## src/rtl/lexington_pkg.sv

```systemverilog
// Shared CSR addresses, interrupt cause codes and FSM state type for the
// machine-mode interrupt controller.
package lexington_pkg;

    localparam logic [11:0] CSR_MIE = 12'h304;
    localparam logic [11:0] CSR_MIP = 12'h344;

    localparam logic [4:0] IRQ_MEI = 5'd11;
    localparam logic [4:0] IRQ_MSI = 5'd3;
    localparam logic [4:0] IRQ_MTI = 5'd7;

    // Implemented mie bits (MEIE, MTIE, MSIE) and the software-writable mip bit.
    localparam logic [31:0] MIE_MASK    = 32'h0000_0888;
    localparam logic [31:0] MIP_SW_MASK = 32'h0000_0008;

    typedef enum logic [1:0] {
        IDLE    = 2'd0,
        REQ     = 2'd1,
        SERVICE = 2'd2
    } irq_state_t;

    // Fixed priority: external > software > timer.
    function automatic logic [4:0] irq_pick(input logic mei, input logic msi, input logic mti);
        logic [4:0] cause;
        cause = 5'd0;
        if (mei) begin
            cause = IRQ_MEI;
        end else if (msi) begin
            cause = IRQ_MSI;
        end else if (mti) begin
            cause = IRQ_MTI;
        end
        return cause;
    endfunction

endpackage

```

## src/rtl/sync_ff.sv

```systemverilog
// Multi-flop synchroniser for a single asynchronous level input; output is
// the last stage of the chain.
module sync_ff #(
    parameter int STAGES = 2
) (
    input  logic clk,
    input  logic rst_n,
    input  logic d,
    output logic q
);

    logic [STAGES-1:0] sync_q;
    logic [STAGES-1:0] sync_d;

    always_comb begin
        sync_d = {sync_q[STAGES-2:0], d};
    end

    generate
        for (genvar gi = 0; gi < STAGES; gi++) begin : g_stage
            always_ff @(posedge clk) begin
                if (!rst_n) begin
                    sync_q[gi] <= 1'b0;
                end else begin
                    sync_q[gi] <= sync_d[gi];
                end
            end
        end
    endgenerate

    assign q = sync_q[STAGES-1];

endmodule

```

## src/rtl/irq_ctrl.sv

```systemverilog
// Machine-mode interrupt controller: mie/mip CSRs, fixed-priority selection
// and a request/service handshake with the trap unit.
module irq_ctrl
    import lexington_pkg::*;
#(
    parameter int SYNC_STAGES = 2
) (
    input  logic        clk,
    input  logic        rst_n,
    input  logic        mtip_in,
    input  logic        ext_irq_in,
    input  logic        global_ie,
    input  logic        csr_rd_en,
    input  logic        csr_wr_en,
    input  logic [11:0] csr_addr,
    input  logic [31:0] csr_wr_data,
    output logic [31:0] csr_rd_data,
    output logic        csr_hit,
    output logic        irq_req,
    output logic [4:0]  irq_cause,
    input  logic        irq_ack,
    input  logic        mret_in
);

    logic        meip;
    logic        sel_mie;
    logic        sel_mip;
    logic [31:0] mip_val;
    logic [31:0] pending;
    logic        eligible;

    logic [31:0] mie_q,   mie_d;
    logic        msip_q,  msip_d;
    irq_state_t  state_q, state_d;
    logic [4:0]  cause_q, cause_d;

    sync_ff #(
        .STAGES (SYNC_STAGES)
    ) u_ext_sync (
        .clk   (clk),
        .rst_n (rst_n),
        .d     (ext_irq_in),
        .q     (meip)
    );

    always_comb begin
        sel_mie  = (csr_addr == CSR_MIE);
        sel_mip  = (csr_addr == CSR_MIP);
        csr_hit  = sel_mie | sel_mip;
        mip_val  = {20'd0, meip, 3'd0, mtip_in, 3'd0, msip_q, 3'd0};
        pending  = mip_val & mie_q;
        eligible = global_ie && (pending != 32'd0);

        csr_rd_data = 32'd0;
        if (csr_rd_en && sel_mie) begin
            csr_rd_data = mie_q;
        end else if (csr_rd_en && sel_mip) begin
            csr_rd_data = mip_val;
        end

        // MEIP/MTIP mirror live sources; only MSIP is software-writable.
        mie_d  = mie_q;
        msip_d = msip_q;
        if (csr_wr_en && sel_mie) begin
            mie_d = csr_wr_data & MIE_MASK;
        end
        if (csr_wr_en && sel_mip) begin
            msip_d = |(csr_wr_data & MIP_SW_MASK);
        end
    end

    always_comb begin
        state_d = state_q;
        cause_d = cause_q;
        irq_req = 1'b0;
        unique case (state_q)
            IDLE: begin
                if (eligible) begin
                    cause_d = irq_pick(pending[11], pending[3], pending[7]);
                    state_d = REQ;
                end
            end
            REQ: begin
                irq_req = 1'b1;
                if (irq_ack) begin
                    state_d = SERVICE;
                end
            end
            SERVICE: begin
                if (mret_in) begin
                    state_d = IDLE;
                end
            end
            default: begin
                state_d = IDLE;
            end
        endcase
        irq_cause = irq_req ? cause_q : 5'd0;
    end

    always_ff @(posedge clk) begin
        if (!rst_n) begin
            mie_q   <= 32'd0;
            msip_q  <= 1'b0;
            state_q <= IDLE;
            cause_q <= 5'd0;
        end else begin
            mie_q   <= mie_d;
            msip_q  <= msip_d;
            state_q <= state_d;
            cause_q <= cause_d;
        end
    end

endmodule

```

## config.mk

```make
export PLATFORM = sky130hd
export DESIGN_NAME = irq_ctrl
export DESIGN_NICKNAME = d
export VERILOG_FILES = /design/src/rtl/lexington_pkg.sv /design/src/rtl/sync_ff.sv /design/src/rtl/irq_ctrl.sv
export SDC_FILE = /design/constraint.sdc
export NUM_CORES = 1
export LEC_CHECK = 0
export ABC_AREA = 1
export ABC_CLOCK_PERIOD_IN_PS = 1900
export CAP_MARGIN = 20
export CORE_UTILIZATION = 30
export CTS_BUF_LIST = sky130_fd_sc_hd__clkbuf_16
export DETAILED_ROUTE_END_ITERATION = 7
export PLACE_DENSITY = 0.92
export SYNTH_ARGS = -nofsm -noshare
export SYNTH_HDL_FRONTEND = slang
export SYNTH_SLANG_ARGS = --single-unit
```

## constraint.sdc

```tcl
create_clock -name clk -period 1.9 [get_ports clk]
set_input_delay 0.475 -clock clk [delete_from_list [all_inputs] [get_ports clk]]
set_output_delay 0.475 -clock clk [all_outputs]
set_load 0.02 [all_outputs]
```

==> flow_summary.toml <==
[timing]
drv_slew = 0
rsz0062_at_grt = "true"
timing.clock.skew_ns = 0.00198
period_minus_slack_ns = 1.85
timing.final.crit_share_pct = 97.4
max_freq_ghz = 0.541
hold_viol = 0
whs_ns = 0.406
finalSetupViolations = 0
layout_setup_ws_ns = 0.0500

[final_layout]
area.growth.synth_to_final_pct = 47.3
drive_gt1_share_pct = 26.1
layout_commonest_cell = "conb_1"
fin_nets = 234
final_cell_mix = "conb_1 (30), inv_1 (23), nand2_1 (20)"
antenna_cells = 0
final_util_pct = 46.9

[critical_path]
cp_slowest_cell = "buf_4"
crit_path_max_incr_delay_ns = 0.15
path_buf_inv = 3
path_cells = "buf_6 > nor2_2 > nand2_2 > nor2_4 > buf_6 > nand2_4 > nand2_2 > o21ai_1 > buf_4"
crit_type = "in -> out"
critPathMaxFanout = 5
worstPathArrival_ns = 1.37
cp_top_family = "simple AND/OR/NAND/NOR gates"
crit_path_end_kind = "primary output"
startpoint_type = "input port"
cp.required_ns = 1.42

[job]
cap_violations = 0

[global_routing]
grt_antenna_before_repair = 0
grt_pass1_vias = 739
overflow = 0
grt_pass1_wl_mm = 3.12
grt_start_max_net_pins = 9
gr-usage-all-layers_pct = 12.8

[power_and_ir_drop]
leakage_nw = 0.688
power_density_nw_per_um2 = 574
peakVddDrop_mv = 0.670

[routing]
drt_iter0_markers = 11
dr.pass1.iters = 6
dr_total_vias = 870
wl_mm = 1.96
drc = 0
routed_via_density = 4.12
drtAntennaViolNets = 0
avgRoutedWirePerCell_um = 9.30

[logic_synthesis]
ys_seq_elements = 11
synth.top_cells.by_area = "buf_4 (26%), dfxtp_1 (25%), nand2_1 (11%), inv_1 (11%), nand4_1 (5.6%)"
synth_top_area_share_pct = 26.3
yosysSeqAreaShare_pct = 24.9
synth.distinct_cells = 19
ys_warn_count = 0
yosysTopAreaCell = "buf_4"
synthCells = 137
syn_area_um2 = 886
syn_area_per_cell_um2 = 6.47

[clock_tree]
cts-root-buf = "clkbuf_16"
cts.sinks = 11
hold_buffers = 0
cts_tree = "built"
clk_pin_slew_ns = 0.04
htree_levels = 1
worst_skew_pair.late_latency_ns = 0.24
clockBufferDepth = 2
cts_buffers = 3

[floorplan]
die-area_um2 = 3170
die_width_um = 56.3
die_height_um = 56.3
start_util_pct = 31.8
ioPinCount = 92
rows = 19
core_um2 = 2780

[place]
pre_cts_slack_ns = -0.801
hpwlAfterDp_mm = 1.45
gp_congestion = 0.742
port_buffers = 32

[hold_path]
hold_class = "reg -> reg"

[run_status]
outcome = "completed"
Yosys cell counts:
| cell type | count |
|---|---|
| or2_0 | 1 |
| nand3_1 | 3 |
| o21ai_1 | 3 |
| nand4_1 | 8 |
| nor2_4 | 1 |
| clkbuf_1 | 1 |
| nor4_1 | 1 |
| a21oi_1 | 5 |
| nor3b_1 | 1 |
| nor2_2 | 1 |
| buf_6 | 1 |
| conb_1 | 1 |
| buf_4 | 31 |
| nand2_1 | 27 |
| nand3_2 | 2 |
| dfxtp_1 | 11 |
| nand3b_1 | 1 |
| inv_1 | 26 |
| nor2_1 | 12 |
report_power, final:
group | internal (mW) | switching, mW
logic | 0.0484 | 0.0906
registers | 0.234 | 0.000647
clock network | 0.276 | 0.0999
total | 0.558 | 0.191
cell families after synthesis:
logic type | after synthesis | share of synthesized area [%]
buffers and inverters | 59 | 39.0
and+or+nand+nor | 58 | 31.2
DFF | 11 | 24.9
AOI/OAI and AO/OA | 8 | 4.52
other | 1 | 0.423
state kept, by name (all words and copies together) (netlist names):
register	cells
state_q	2
u_ext_sync.sync_d	1
cause_q	3
mie_q	3
u_ext_sync.q	1
msip_q	1
worst register-to-register path, stage by stage, from the launching register on:
cell and delay, ns:
dfxtp_1 0.31, nor3b_1 0.36, nand2_1 0.18, nand2_1 0.09, a21oi_1 0.06
final timing paths:
check / from / endpoint / slack (ns) / cells after the start
worst max-delay path: csr_addr[11] / csr_rd_data[7] / 0.05 / 9
worst min-delay path: u_ext_sync.sync_d[1] / u_ext_sync.q / 0.41 / 2
worst max register to register: state_q[1] / cause_q[2] / 0.78 / 4
worst min register to register: u_ext_sync.sync_d[1] / u_ext_sync.q / 0.41 / 2
metrics by stage:
step	std cells	TNS (ns)	total power [mW]	cell area (um2)
final	211	0	0.749	1310
after global placement	204	-2.92	0.369	1170
after floorplan	166	0	0.358	995
after CTS	211	0	0.748	1270
after detailed placement	204	-3.20	0.370	1170
after global routing	211	-0.0563	0.778	1310
metal layers:
metal | GRT usage, % | vias up | part of all wire [%] | routed length (um)
met5 | 0 | - | 0 | 0
met4 | 4.53 | 0 | 1.7 | 33
met3 | 4.38 | 4 | 6.2 | 121
met2 | 25.2 | 40 | 55 | 1080
met1 | 12.1 | 385 | 37 | 731
li1 | - | 441 | - | -
repair_timing:
item,in CTS,in global routing
endpoints found under the hold margin,0,0
pin swaps,16,11
gates resized for setup,66,20
setup endpoints to repair,8,8
buffers inserted,3,0
cell type report:
cell class,count,area [um2]
Clock buffer,3,75.1
Clock inverter,1,3.75
Fill cell,274,1480
Inverter,26,97.6
Multi-Input combinational cell,96,500
Sequential cell,11,220
Tap cell,31,38.8
Timing Repair Buffer,43,369
(Power assumes the default switching activity.)
